==> config.mk <==
export PLATFORM = sky130hd
export DESIGN_NAME = password_cracker_par
export DESIGN_NICKNAME = d
export VERILOG_FILES = /design/src/rtl/password_cracker_par.sv
export SDC_FILE = /design/constraint.sdc
export NUM_CORES = 1
export LEC_CHECK = 0
export ABC_AREA = 1
export BUFFER_PORTS_ARGS = -buffer_cell sky130_fd_sc_hd__buf_2
export CAP_MARGIN = 5
export CORE_ASPECT_RATIO = 1.1
export CORE_MARGIN = 2
export CORE_UTILIZATION = 28
export DETAILED_ROUTE_END_ITERATION = 6
export PLACE_DENSITY = 0.46
export SLEW_MARGIN = 20
export SYNTH_ARGS = -nofsm -noshare
export SYNTH_HDL_FRONTEND = slang
export SYNTH_SLANG_ARGS = --single-unit
export TNS_END_PERCENT = 20
==> constraint.sdc <==
create_clock -name clk -period 3.55 [get_ports clk]
set_clock_uncertainty 0.05 [all_clocks]
set_input_delay 0.355 -clock clk [delete_from_list [all_inputs] [get_ports clk]]
set_output_delay 0.355 -clock clk [all_outputs]
set_load 0.005 [all_outputs]
==> src/rtl/password_cracker_par.sv <==
// Multi-lane brute-force cracker over a 36-symbol charset (A-Z, 0-9); leftmost symbol bounded to [from,to].
// Optional attempts counter is enabled by defining PC_ATTEMPT_COUNT_EN.
module password_cracker_par #(
  parameter int unsigned N_CHARS = 4,
  parameter int unsigned LANES   = 4
`ifdef PC_ATTEMPT_COUNT_EN
  , parameter int unsigned ATT_W = 48
`endif
) (
  input  logic                   clk,
  input  logic                   rst,
  input  logic                   start,
  input  logic                   abort,
  input  logic [8*N_CHARS-1:0]   password_to_crack,
  input  logic [5:0]             from,
  input  logic [5:0]             to,
  output logic                   busy,
  output logic                   found,
  output logic                   done,
  output logic                   range_err,
  output logic [8*N_CHARS-1:0]   result
`ifdef PC_ATTEMPT_COUNT_EN
  , output logic [ATT_W-1:0]     attempts
`endif
);

  typedef enum logic [1:0] {S_IDLE, S_SEARCH, S_FINISH} state_e;

  state_e                      state_q, state_d;
  logic [N_CHARS-1:0][5:0]     digit_q, digit_d, digit_inc;
  logic [8*N_CHARS-1:0]        target_q, target_d, result_q, result_d, hit_str;
  logic [5:0]                  to_q, to_d;
  logic                        armed_q, armed_d, err_q, err_d;
  logic                        found_q, found_d, done_q, done_d, range_err_q, range_err_d;
  logic [8*N_CHARS-1:0]        cand [LANES];
  logic [LANES-1:0]            lane_ok, lane_hit;
  logic                        range_ok, accept, hit, last_grp, carry;
  logic [6:0]                  sum0;

  function automatic logic [7:0] sym_ascii(input logic [5:0] s);
    return (s < 6'd26) ? 8'd65 + {2'b00, s} : 8'd22 + {2'b00, s};
  endfunction

  assign range_ok = (from <= to) && (to <= 6'd35);
  assign accept   = start && (state_q != S_SEARCH);

  // digit_q[N_CHARS-1] is the leftmost symbol, digit_q[0] the rightmost
  always_comb begin
    for (int unsigned k = 0; k < LANES; k++) begin
      cand[k] = '0;
      for (int unsigned i = 0; i < N_CHARS; i++) cand[k][8*i +: 8] = sym_ascii(digit_q[i]);
      cand[k][7:0] = sym_ascii(digit_q[0] + 6'(k));
      lane_ok[k]   = (N_CHARS > 1) || (({1'b0, digit_q[0]} + 7'(k)) <= {1'b0, to_q});
      lane_hit[k]  = lane_ok[k] && (cand[k] == target_q);
    end
  end

  always_comb begin
    hit     = |lane_hit;
    hit_str = '0;
    for (int unsigned k = LANES; k > 0; k--) if (lane_hit[k-1]) hit_str = cand[k-1];
  end

  always_comb begin
    if (N_CHARS == 1) begin
      last_grp = ({1'b0, digit_q[0]} + 7'(LANES - 1)) >= {1'b0, to_q};
    end else begin
      last_grp = (digit_q[N_CHARS-1] == to_q) && (digit_q[0] == 6'(36 - LANES));
      for (int unsigned i = 1; i < N_CHARS - 1; i++) last_grp = last_grp && (digit_q[i] == 6'd35);
    end
  end

  always_comb begin
    digit_inc = digit_q;
    sum0      = {1'b0, digit_q[0]} + 7'(LANES);
    carry     = (sum0 >= 7'd36);
    digit_inc[0] = carry ? 6'd0 : sum0[5:0];
    for (int unsigned i = 1; i < N_CHARS; i++) begin
      if (carry) begin
        carry        = (digit_q[i] == 6'd35);
        digit_inc[i] = carry ? 6'd0 : digit_q[i] + 6'd1;
      end
    end
  end

  always_ff @(posedge clk or posedge rst) begin
    if (rst) state_q <= S_IDLE;
    else     state_q <= state_d;
  end

  // The first SEARCH cycle only arms the comparators; group 0 is tested the cycle after
  always_comb begin
    state_d = state_q;
    case (state_q)
      S_IDLE, S_FINISH: if (start) state_d = range_ok ? S_SEARCH : S_FINISH;
      S_SEARCH: begin
        if (abort)                           state_d = S_IDLE;
        else if (armed_q && (hit || last_grp)) state_d = S_FINISH;
      end
      default: state_d = S_IDLE;
    endcase
  end

  always_comb begin
    busy        = (state_q == S_SEARCH);
    target_d    = target_q;
    to_d        = to_q;
    digit_d     = digit_q;
    armed_d     = armed_q;
    err_d       = err_q;
    found_d     = found_q;
    done_d      = done_q;
    range_err_d = range_err_q;
    result_d    = result_q;
    if (accept) begin
      target_d             = password_to_crack;
      to_d                 = to;
      digit_d              = '0;
      digit_d[N_CHARS-1]   = from;
      armed_d              = 1'b0;
      err_d                = !range_ok;
      found_d              = 1'b0;
      done_d               = 1'b0;
      range_err_d          = 1'b0;
      result_d             = '0;
    end else if (state_q == S_SEARCH && !abort) begin
      if (!armed_q) begin
        armed_d = 1'b1;
      end else if (hit) begin
        found_d  = 1'b1;
        done_d   = 1'b1;
        result_d = hit_str;
      end else begin
        digit_d = digit_inc;
        done_d  = last_grp;
      end
    end else if (state_q == S_FINISH) begin
      done_d      = 1'b1;
      range_err_d = err_q;
    end
  end

  always_ff @(posedge clk or posedge rst) begin
    if (rst) begin
      target_q    <= '0;
      to_q        <= '0;
      digit_q     <= '0;
      armed_q     <= 1'b0;
      err_q       <= 1'b0;
      found_q     <= 1'b0;
      done_q      <= 1'b0;
      range_err_q <= 1'b0;
      result_q    <= '0;
    end else begin
      target_q    <= target_d;
      to_q        <= to_d;
      digit_q     <= digit_d;
      armed_q     <= armed_d;
      err_q       <= err_d;
      found_q     <= found_d;
      done_q      <= done_d;
      range_err_q <= range_err_d;
      result_q    <= result_d;
    end
  end

  assign found     = found_q;
  assign done      = done_q;
  assign range_err = range_err_q;
  assign result    = result_q;

`ifdef PC_ATTEMPT_COUNT_EN
  logic [ATT_W-1:0] att_q, att_d;
  logic [ATT_W:0]   att_sum;
  logic [7:0]       att_inc;

  always_comb begin
    att_inc = 8'(LANES);
    for (int unsigned k = LANES; k > 0; k--) if (lane_hit[k-1]) att_inc = 8'(k);
    att_sum = {1'b0, att_q} + {{(ATT_W-7){1'b0}}, att_inc};
    att_d   = att_q;
    if (accept)                                    att_d = '0;
    else if (state_q == S_SEARCH && !abort && armed_q) att_d = att_sum[ATT_W] ? '1 : att_sum[ATT_W-1:0];
  end

  always_ff @(posedge clk or posedge rst) begin
    if (rst) att_q <= '0;
    else     att_q <= att_d;
  end

  assign attempts = att_q;
`endif

endmodule
Word level (Yosys, flattened, before mapping)
Cells that the tools add are included.
- output and inout port bits: 36
- input port bits: 48
- logic and storage cells: 137
- flip-flop bits (word level): 101
- $lt $le $gt $ge: 10
- reductions and logical operators: 29
- equality and inequality tests: 17
- add/sub/neg operators: 21
- multiplexer cells: 47
- operators by type and width (kind ; number):
    $mux W32 ; 8
    $eq A32 B32 Y1 ; 4
    $mux W24 ; 4
    $add A7 B6 Y8 const A ; 7
    $mux W8 ; 7
    $add A5 B6 Y7 const A ; 7
    $lt A6 B5 Y1 const B ; 7
    $mux W6 ; 7
    $add A6 B1 Y6 const B ; 4
    $eq A6 B6 Y1 const B ; 4
    $mux W1 ; 16
    $reduce_bool A2 Y1 ; 7
    $add A6 B2 Y6 const B ; 2
    $reduce_and A4 Y1 ; 3
    $mux W2 ; 4
    $add A6 B3 Y7 const B ; 1
    $ge A7 B6 Y1 const B ; 1
    $logic_and A1 B1 Y1 ; 7
    $eq A6 B6 Y1 ; 1
    $le A6 B6 Y1 ; 1
    $le A6 B6 Y1 const B ; 1
    $ne A2 B2 Y1 const B ; 3
    $reduce_and A2 Y1 ; 3
    $reduce_and A3 Y1 ; 2
    12 further kinds ; 13

Longest topological paths before layout
Gate-level depths: netlist of the first run.
- word-level depth: 12
- gate-level depth with buffers: 21
- gate-level depth less buffers: 20

Worst setup path after synthesis of the first run
Ideal clock, no wire load.
- path type: flip-flop to flip-flop
- start point: register digit_q[2] (netlist name)
- end point: register result_q[11], in the netlist result[11]
- cell stages (with the launch flop): 20
- data required time: 3.435 ns
- slack: 0.889 ns
- clock period less this slack: 2.661 ns
- data arrival time: 2.546 ns
- library setup time: 0.065 ns
- path buffers: 2
- cells stage by stage: dfrtp_1 > buf_2 > inv_1 > ha_1 > o21ai_1 > nand2_2 > nand2_1 > nand2_1 > nand2_1 > nand2_1 > inv_1 > nand2_1 > nor2_1 > nand3_1 > a21oi_2 > nor2_4 > nor2_8 > buf_6 > nand3_1 > nand2_1
- word-level cells in the longest chain between the ends: 12
- elaborated cells on any way between the ends: 34
- classes of those cells: add/sub (11); order compare (4); eq/ne (4); mux (12); reduce/logical (3)
- ends and longest elaborated chain (element ; line ; text):
    start: declaration ; 30 ; logic [N_CHARS-1:0][5:0] digit_q, digit_d, digit_inc;
    start signal: assignment ; 157 ; digit_q <= digit_d;
    $add A6 B2 Y6 ; 52 ; cand[k][7:0] = sym_ascii(digit_q[0] + 6'(k));
    $add A7 B6 Y8, or another cell as far along ; 41 ; return (s < 6'd26) ? 8'd65 + {2'b00, s} : 8'd22 + {2'b00, s};
    $mux W8 ; 41 ;
    $eq A32 B32 Y1 ; 54 ; lane_hit[k] = lane_ok[k] && (cand[k] == target_q);
    $mux W32 (4 in series) ; 61 ; for (int unsigned k = LANES; k > 0; k--) if (lane_hit[k-1]) hit_str = cand[k-1];
    $mux W32 ; 129 ; end else if (hit) begin
    $mux W32 ; 127 ; if (!armed_q) begin
    $mux W32 ; 126 ; end else if (state_q == S_SEARCH && !abort) begin
    $mux W32 ; 115 ; if (accept) begin
    end signal: assignment ; 163 ; result_q <= result_d;
    end: declaration ; 31 ; logic [8*N_CHARS-1:0] target_q, target_d, result_q, result_d, hit_str;
Parallel ways exist; a longest one is shown, timed or not. The select of a mux whose other input is x is not followed.
A chain may end at the register's enable or synchronous reset.

Final worst setup path of the first run
- start point: register digit_q[2] (netlist name)
- end point: register result_q[6], in the netlist result[6]
The elaborated chain is that of the path after synthesis.

==> results of run 1 <==
[Yosys cell counts, drive strengths merged]
cell | number | area [sq um]
nand4 | 32 | 200.2
nor3 | 5 | 25.02
clkinv | 2 | 7.510
or2 | 2 | 12.52
xor2 | 11 | 96.34
ha | 21 | 262.8
buf | 19 | 127.6
nand2 | 444 | 1727
a22oi | 1 | 7.510
o21ai | 53 | 265.3
a21o | 2 | 15.01
xnor2 | 6 | 52.55
a32o | 1 | 10.01
nand3b | 6 | 45.04
a21oi | 11 | 62.56
nor2 | 101 | 420.4
o211ai | 4 | 30.03
nand3 | 131 | 728.2
nor3b | 1 | 7.510
clkbuf | 12 | 45.04
a2111oi | 1 | 8.760
dfrtp | 99 | 2477
inv | 112 | 420.4
o21bai | 2 | 15.01
a31oi | 2 | 12.51
o31ai | 3 | 22.52
o22ai | 2 | 12.51
[stage by stage]
| stage | power [W] | cells |
|---|---|---|
| after floorplan | 0.002947 | 1086 |
| after global placement | 0.003466 | 1466 |
| after detailed placement | 0.003457 | 1466 |
| after CTS | 0.004602 | 1482 |
| after global routing | 0.004959 | 1483 |
| final | 0.004535 | 1483 |
[cell usage in the layout (no fill, tap or decap), types with 3 or more instances in the layout]
master / instances
buf_2: 83
dfrtp_1: 99
nand3_4: 3
nor2_4: 4
o21ai_1: 4
xnor2_1: 6
inv_1: 102
a21oi_1: 9
nand3b_1: 6
nand2_4: 4
nand2_1: 428
o21ai_0: 48
buf_4: 11
nand4_1: 32
o211ai_1: 4
nand3_1: 121
clkbuf_16: 9
nand2_2: 12
nor3_1: 5
o31ai_1: 3
nor2_1: 95
xor2_1: 11
inv_2: 9
nand3_2: 7
ha_1: 21
[flip-flops by register name, summed over array words and instances, names as in the netlist]
register	count
result	32
digit_q	22
to_q	6
range_err	1
found	1
err_q	1
done	1
armed_q	1
state_q	2
target_q	32
[power breakdown]
group          total, W  internal [W]  leakage (nW)  switching [W]
clock network   0.00111      0.000624         0.156       0.000490
logic           0.00185      0.000627          3.03        0.00123
registers       0.00157       0.00132          1.29       0.000246
total           0.00454       0.00257          4.48        0.00196
[final cells by class]
class / count / area [sq um]
timing repair buffer: 96 / 538.0
clock buffer: 9 / 225.2
sequential: 99 / 2477
inverter: 114 / 430.4
fill: 2762 / 16890
multi-input combinational: 842 / 4050
clock inverter: 7 / 98.84
antenna: 1 / 2.502
tap: 315 / 394.1
[final timing paths]
| kind | start | end | slack (ns) | cells past startpoint |
|---|---|---|---|---|
| max reg2reg | digit_q[2] | result[6] | 0.28 | 18 |
| min reg2reg | result[8] | result[8] | 0.41 | 2 |
| max | digit_q[2] | result[6] | 0.28 | 18 |
| min | rst | target_q[11] | 0.01 | 2 |
| max in group asynchronous | rst | result[5] | 2.71 | 3 |
| min in group clk | password_to_crack[31] | target_q[31] | 0.14 | 3 |
[cells by family after synthesis]
kind of cell | synth area share
fa+ha+maj | 0.03692
compound gates | 0.06487
simple gates | 0.4448
xor+xnor | 0.02092
buf+inv | 0.08439
flops | 0.3481
[metal layers]
metal / wire length [um] / track usage / vias up
li1: - / - / 3631
met1: 10210 / 0.2165 / 3266
met4: 476 / 0.05305 / 0
met3: 679 / 0.03023 / 32
met5: 0 / 0 / -
met2: 11010 / 0.3084 / 121
==> impl_metrics.json, run 1 <==
{
  "p_leak_nw": 4.479,
  "die_area_sq_mm": 0.02671,
  "timing.critical_path.arrival_ns": 3.52,
  "fp.dieH_um": 171.2,
  "fmax_mhz": 306.1,
  "slew_headroom": 0.4573,
  "drc": 0,
  "critPathSlowestCell": "dfrtp_1",
  "wl_um": 22380,
  "path_max_fanout": 21,
  "track_usage": 0.1742,
  "fin_setup_tns_ns": 0,
  "status": "finished, final reports clean",
  "placed_area_sq_mm": 0.007886,
  "max_stage_delay_ns": 0.45,
  "die_x_um": 156.0,
  "place_ws_ns": 0.2070,
  "fin_util": 0.3272,
  "startpoint_type": "flip-flop",
  "vias_per_cell": 4.754,
  "rsz0062_at_grt": "false",
  "cp_top_family": "simple AND/OR/NAND/NOR gates",
  "root_buffer": "clkbuf_16",
  "grt_max_degree": 78,
  "vias": 7050,
  "gr-total-overflow": 0,
  "dp_hpwl_um": 17080,
  "cts_tree": "built",
  "tightest_slew_ns": 0.8141,
  "clock_latency_ns": 0.36,
  "vdd_ir_drop_max_v": 0.0002012,
  "slew_violations": 0,
  "start_util": 0.2834,
  "min_period_over_period": 0.9201,
  "io_pins": 84,
  "clock-sinks": 99,
  "holdWs_ns": 0.01139,
  "postCtsSetupBuffers": 0,
  "path_clk_slew_ns": 0.08,
  "row_count": 61,
  "ant_nets": 0,
  "setup_viol": 0,
  "synth_area_per_cell_sq_um": 6.553,
  "final_nets": 1231,
  "cp_cell_sequence": "inv_1 > ha_1 > o21ai_2 > nand2_2 > nand2_1 > nand2_1 > nand2_1 > nand2_1 > inv_1 > nand2_1 > nor2_1 > nand3_1 > a21oi_2 > nor2_4 > nor2_8 > buf_12 > nand3_1 > nand2_1",
  "synthesis.nets": 1155,
  "synth_sequential_area_ratio": 0.3481,
  "synth_seq_cells": 99,
  "antenna_found_initial": 1,
  "synth_area_sq_mm": 0.007117,
  "port_buffers": 83,
  "cap_violations": 0,
  "postCtsHoldBufs": 0,
  "htreeDepth": 3,
  "cts_resized": 0,
  "fp.coreArea_sq_mm": 0.02511,
  "crit_buf_inv": 3,
  "synthCells": 1086,
  "timing_hold_violations_final": 0,
  "area_growth_pct": 15.45,
  "clockBufferDepth": 2,
  "critPathKind": "flip-flop to flip-flop",
  "grt_pass1_wl_um": 36560,
  "min_period_ns": 3.266,
  "setup_ws_ns": 0.2836,
  "drive_above_1_share": 0.1354,
  "dr.pass1.iters": 6,
  "power_density_mw_per_mm2": 551.9,
  "final_cell_area_sq_mm": 0.008217,
  "hold_class": "primary input to asynchronous set/reset pin",
  "worstSetupEndpointType": "flip-flop",
  "cts_buffers": 9,
  "synth.distinct_cells": 41,
  "synth_warnings": 0,
  "first_global_vias": 6974,
  "cp_common_cell": "nand2_1",
  "drtIter0Drc": 391,
  "place.gp.congestion": 0.9313,
  "wire_per_inst_um": 15.09,
  "cp.required_ns": 3.80
}
No activity file was read; power rests on OpenSTA's default activity.
==> run 2, diff against run 1 <==
CORE_UTILIZATION = 38   (was 28)
PLACE_DENSITY = 0.58   (was 0.46)
==> run 2 against run 1 <==
  * Sequential cell count unchanged
  * Sequential share of layout area rose by 0.53 points
  * Design area down 1.7%
  * Wire length down 6.2%
  * Critical path type unchanged
==> impl_metrics.json, run 2 (synthesis results as in run 1) <==
{
  "wl_um": 20990,
  "antenna_found_initial": 0,
  "fin_util": 0.4388,
  "fp.coreArea_sq_mm": 0.01841,
  "cp_common_cell": "nand2_1",
  "die_x_um": 134.5,
  "port_buffers": 83,
  "die_area_sq_mm": 0.01984,
  "min_period_ns": 3.176,
  "rsz0062_at_grt": "false",
  "layout_common_cells": "427 x nand2_1, 121 x nand3_1, 102 x inv_1",
  "critPathSlowestCell": "dfrtp_1",
  "p_switching_w": 0.001909,
  "track_usage": 0.2149,
  "setup_viol": 0,
  "startpoint_type": "flip-flop",
  "hold_class": "primary input to asynchronous set/reset pin",
  "clock-sinks": 99,
  "slew_headroom": 0.5103,
  "vias": 7057,
  "status": "finished, final reports clean",
  "slew_violations": 0,
  "p_clk_frac": 0.219,
  "critPathKind": "flip-flop to flip-flop",
  "first_global_vias": 6820,
  "num_antenna_cells": 0,
  "cp_top_family": "simple AND/OR/NAND/NOR gates",
  "timing_hold_violations_final": 0,
  "fillers": 1956,
  "vdd_ir_drop_max_v": 0.0003055,
  "final_nets": 1230,
  "ant_nets": 0,
  "cts_tree": "built",
  "dp_hpwl_um": 15680,
  "cp.required_ns": 3.78,
  "fp.dieH_um": 147.5,
  "drc": 0,
  "path_clk_slew_ns": 0.07,
  "tightest_slew_ns": 0.7345,
  "internal-power_w": 0.002465,
  "crit_buf_inv": 2,
  "min_period_over_period": 0.8947,
  "power_density_mw_per_mm2": 541.4,
  "grt_pass1_wl_um": 34210,
  "place.gp.congestion": 0.9577,
  "final_common_cell": "nand2_1",
  "power_frac_seq": 0.359,
  "clockBufferDepth": 2,
  "path_max_fanout": 14,
  "area_growth_pct": 13.52,
  "postCtsHoldBufs": 0,
  "io_pins": 84,
  "power_w": 0.004374,
  "gr-total-overflow": 0,
  "cap_violations": 0,
  "vias_per_cell": 5.009,
  "p_leak_nw": 4.441,
  "comb_power_share": 0.422,
  "row_count": 52,
  "start_util": 0.3865,
  "cp_cell_sequence": "ha_1 > nand2_1 > nand2_2 > nand2_1 > clkinv_1 > nand2_1 > a21oi_1 > nand2_1 > nor2_1 > nand3_2 > a21o_1 > nand2_1 > nand2_2 > buf_4 > nand3_2 > nand2_1 > nand2_1",
  "fmax_mhz": 314.8,
  "timing.critical_path.arrival_ns": 3.41,
  "drive_above_1_share": 0.1338,
  "grt_max_degree": 77,
  "root_buffer": "clkbuf_16",
  "fin_setup_tns_ns": 0,
  "dr.pass1.iters": 5,
  "p_sw_frac": 0.4364,
  "drtIter0Drc": 481,
  "cts_buffers": 9,
  "wire_per_inst_um": 14.90,
  "worstSetupEndpointType": "flip-flop",
  "max_stage_delay_ns": 0.59,
  "htreeDepth": 3,
  "clock_latency_ns": 0.35
}
-- run 2: worst reg2reg max path, cell delays in order, from the launching register on --
cell and delay, ns:
dfrtp_1 0.59, ha_1 0.33, nand2_1 0.17, nand2_2 0.26, nand2_1 0.12, clkinv_1 0.07, nand2_1 0.05, a21oi_1 0.12
nand2_1 0.12, nor2_1 0.13, nand3_2 0.15, a21o_1 0.22, nand2_1 0.07, nand2_2 0.17, buf_4 0.23, nand3_2 0.11
nand2_1 0.08, nand2_1 0.07
-- run 2: area by class of cell --
type,count,area (sq um),share of cell area
clock inverter,3,22.52,0.002788
sequential,99,2479,0.3068
timing repair buffer,94,523.0,0.06474
multi-input combinational,843,4060,0.5026
tap,243,304.0,0.03763
clock buffer,13,260.3,0.03221
inverter,114,430.4,0.05328
-- run 2: final timing paths --
check,from,to,slack (ns),depth (start not counted)
max,digit_q[3],digit_q[18],0.37,17
min,rst,target_q[11],0.03,2
max reg2reg,digit_q[3],digit_q[18],0.37,17
min reg2reg,result[15],result[15],0.42,2
max in group asynchronous,rst,err_q,2.71,3
min in group clk,password_to_crack[27],target_q[27],0.15,3
-- run 2: repair_timing --
item	in CTS	in global routing
setup endpoints to repair	0	46
buffers inserted	0	1
gates resized for setup	0	2
-- run 2: layer usage --
layer  wire length (um)  GRT usage  up-vias  share of wire
li1                   -          -     3633              -
met1               9517     0.2776     3233           0.45
met2              10230     0.3719      157           0.49
met3                736    0.03189       34          0.035
met4                508    0.06421        0          0.024
met5                  0          0        -              0
-- run 2: per-stage QoR --
step / std cells / hold WS (ns) / cell area [sq um] / worst slack (ns)
after floorplan: 1086 / 0.3890 / 7117 / 0.5546
after global placement: 1391 / 0.3977 / 7761 / 0.2020
after detailed placement: 1391 / 0.4005 / 7761 / 0.1310
after CTS: 1407 / 0.05376 / 8044 / 0.08423
after global routing: 1409 / 0.07861 / 8079 / 0.06504
final: 1409 / 0.03259 / 8079 / 0.3738
-- run 2: power groups by stage --
| stage | sequential [W] | clock [W] | combinational [W] |
|---|---|---|---|
| after detailed placement | 0.00158 | 0 | 0.00185 |
| after global placement | 0.00159 | 0 | 0.00184 |
| after global routing | 0.00160 | 0.00103 | 0.00213 |
| final | 0.00157 | 0.000959 | 0.00185 |
| after CTS | 0.00157 | 0.000988 | 0.00186 |
| after floorplan | 0.00148 | 0 | 0.00147 |
==> run 3, diff against run 2 <==
ABC_AREA = default   (was 1)
==> run 3 against run 2 <==
  * Count of clock-buffer cells in the layout is 3 lower
  * Final cell count is 14% lower
  * Wire length is 2.8% higher
  * Clock power is 5% higher
  * Fmax is 7.1% lower
  * Synthesized area hardly changed
  * Non-clock buffer count is 64 higher
  * Critical path depth is 6 lower
  * Largest power group is now sequential cells
==> impl_metrics.json, run 3 <==
{
  "status": "finished, final reports clean",
  "ff_latch_area_sq_mm": 0.002485,
  "synthesis.nets": 920,
  "min_period_ns": 3.421,
  "grt_pass1_wl_um": 34720,
  "clockBufferDepth": 2,
  "min_period_over_period": 0.9636,
  "cts_tree": "built",
  "timing.rr.end": "digit_q[23]",
  "cts_buffers": 9,
  "drive_above_1_share": 0.2205,
  "start_util": 0.3869,
  "synth_seq_cells": 99,
  "tightest_slew_ns": 0.8943,
  "synth_area_sq_mm": 0.007123,
  "die_x_um": 134.5,
  "dr.pass1.iters": 7,
  "vdd_ir_drop_max_v": 0.0002366,
  "slew_violations": 0,
  "vias": 6761,
  "layout_common_cells": "175 x nand2_1, 93 x dfrtp_1, 83 x buf_2",
  "io_pins": 84,
  "grt_busiest_layer": "met2",
  "gr-total-overflow": 0,
  "synthArstFlopShare": 1.000,
  "die_area_sq_mm": 0.01986,
  "grt_util_met3": 0.02572,
  "p_leak_nw": 4.020,
  "setup_viol": 0,
  "startpoint_type": "flip-flop",
  "final_nets": 1030,
  "synth_sequential_area_ratio": 0.3478,
  "place.gp.congestion": 0.9445,
  "postCtsHoldBufs": 0,
  "synth_warnings": 0,
  "dp_hpwl_um": 16340,
  "clock_latency_ns": 0.36,
  "ff2ff_setup_slack_ns": 0.13,
  "path_max_fanout": 5,
  "r2r_cells": 11,
  "timing_hold_violations_final": 0,
  "track_usage": 0.2218,
  "critPathKind": "flip-flop to flip-flop",
  "row_count": 52,
  "synth_top_area_share": 0.3478,
  "num_antenna_cells": 0,
  "drc": 0,
  "synth-simple-area-share": 0.2489,
  "synth_top_family_by_area": "simple AND/OR/NAND/NOR gates",
  "holdWs_ns": 0.05864,
  "htreeDepth": 3,
  "ant_nets": 0,
  "antenna_found_initial": 0,
  "port_buffers": 83,
  "timing.rr.start": "digit_q[19]",
  "synthCells": 851,
  "path_clk_slew_ns": 0.07,
  "synth_xor_area_frac": 0.05234,
  "hold_class": "primary input to asynchronous set/reset pin",
  "synth_compound_area_frac": 0.2067,
  "worstSetupEndpointType": "flip-flop",
  "clock-sinks": 99,
  "power_density_mw_per_mm2": 383.3,
  "final_common_cell": "nand2_1",
  "synth_top_flop_cell": "dfrtp_1",
  "fillers": 1823,
  "muxShareOfSynthArea": 0.05059,
  "synth_edf_count": 0,
  "fp.coreArea_sq_mm": 0.01841,
  "fin_setup_tns_ns": 0,
  "vias_per_cell": 5.592,
  "multi_input_area_sq_mm": 0.004305,
  "synth_area_per_cell_sq_um": 8.370,
  "wl_um": 21570,
  "synthTopCellsByArea": "dfrtp_1 35%, nand2_1 9.3%, mux2i_1 5.1%",
  "synthAdderAreaFrac": 0.03829,
  "synth.distinct_cells": 82,
  "timing.critical_path.arrival_ns": 3.62,
  "first_global_vias": 6580,
  "synth_most_common_cell": "nand2_1",
  "slew_headroom": 0.4038,
  "fmax_mhz": 292.3,
  "area_growth_pct": 19.16,
  "grt_max_degree": 56,
  "fp.dieH_um": 147.6,
  "grtUsageMet1": 0.2873,
  "synth_largest_area_cell": "dfrtp_1",
  "groute.layer.met2.usage": 0.3694,
  "cp.required_ns": 3.75,
  "drtIter0Drc": 459,
  "wire_per_inst_um": 17.84,
  "root_buffer": "clkbuf_16",
  "rsz0062_at_grt": "false",
  "cap_violations": 0,
  "synth_common_cells": "176 x nand2_1, 99 x dfrtp_1, 44 x o21ai_0, 36 x mux2i_1, 34 x clkbuf_1"
}
-- run 3: worst max-delay path: stages (launching register included) --
cell      delay, ns
dfrtp_1        0.43
inv_1          0.09
ha_1           0.34
xnor2_1        0.18
o32ai_2        0.25
o21ai_0        0.14
or4_4          0.46
or4_4          0.58
a211oi_4       0.25
buf_4          0.19
nor2_1         0.06
a221o_1        0.29
-- run 3: how the worst max path moves through the flow --
stage	from	to	slack, ns	depth (start not counted)
3_5_place_dp	digit_q[19]	result[15]	0.06	10
4_1_cts	digit_q[7]	digit_q[2]	0.03	10
2_1_floorplan	digit_q[3]	digit_q[23]	0.02	11
3_3_place_gp	digit_q[19]	digit_q[2]	-0.04	11
6_report	digit_q[19]	digit_q[23]	0.13	11
5_1_grt	digit_q[8]	digit_q[2]	0.008	11
-- run 3: stage by stage --
stage / setup WS, ns / util / total power (W) / area (sq um) / std cells
2_1_floorplan: 0.01724 / - / 0.001961 / 7126 / 851
3_3_place_gp: -0.03853 / 0.4403 / 0.002239 / 8107 / 1188
3_5_place_dp: 0.06027 / 0.4403 / 0.002244 / 8107 / 1188
4_1_cts: 0.02610 / 0.4566 / 0.003264 / 8407 / 1204
5_1_grt: 0.007573 / 0.4610 / 0.003444 / 8488 / 1209
6_report: 0.1294 / 0.4610 / 0.003254 / 8488 / 1209
-- run 3: kinds of logic after synthesis --
| family | after synthesis |
|---|---|
| muxes | 36 |
| adders and majority gates | 22 |
| DFF | 99 |
| AOI/OAI and AO/OA | 202 |
| xor gates and xnor gates | 41 |
| and+or+nand+nor | 360 |
| buffers and inverters | 91 |
-- run 3: layer usage --
layer | part of all wire | vias up
met1 | 0.44 | 3225
met4 | 0.036 | 0
met2 | 0.48 | 197
met5 | 0 | -
li1 | - | 3292
met3 | 0.041 | 47
-- run 3: layout make-up --
class | instances | share of cell area
Multi-Input combinational cell | 661 | 0.5072
Sequential cell | 99 | 0.2927
Timing Repair Buffer | 158 | 0.1153
Tap cell | 243 | 0.03582
Clock buffer | 10 | 0.02698
Inverter | 32 | 0.01445
Clock inverter | 6 | 0.007518
-- run 3: power breakdown --
part / internal (W) / total, W / switching, W
clock: 0.000548 / 0.00101 / 0.000463
sequential: 0.00123 / 0.00138 / 0.000146
combinational: 0.000368 / 0.000863 / 0.000495
total: 0.00215 / 0.00325 / 0.00110
-- run 3: timing repair --
action                                 CTS  global route
endpoints found under the hold margin    0             0
cloned                                   0             0
resized for setup                        1            14
pin swaps                                0             3
setup buffers                            0             5
setup endpoints to repair                1            52
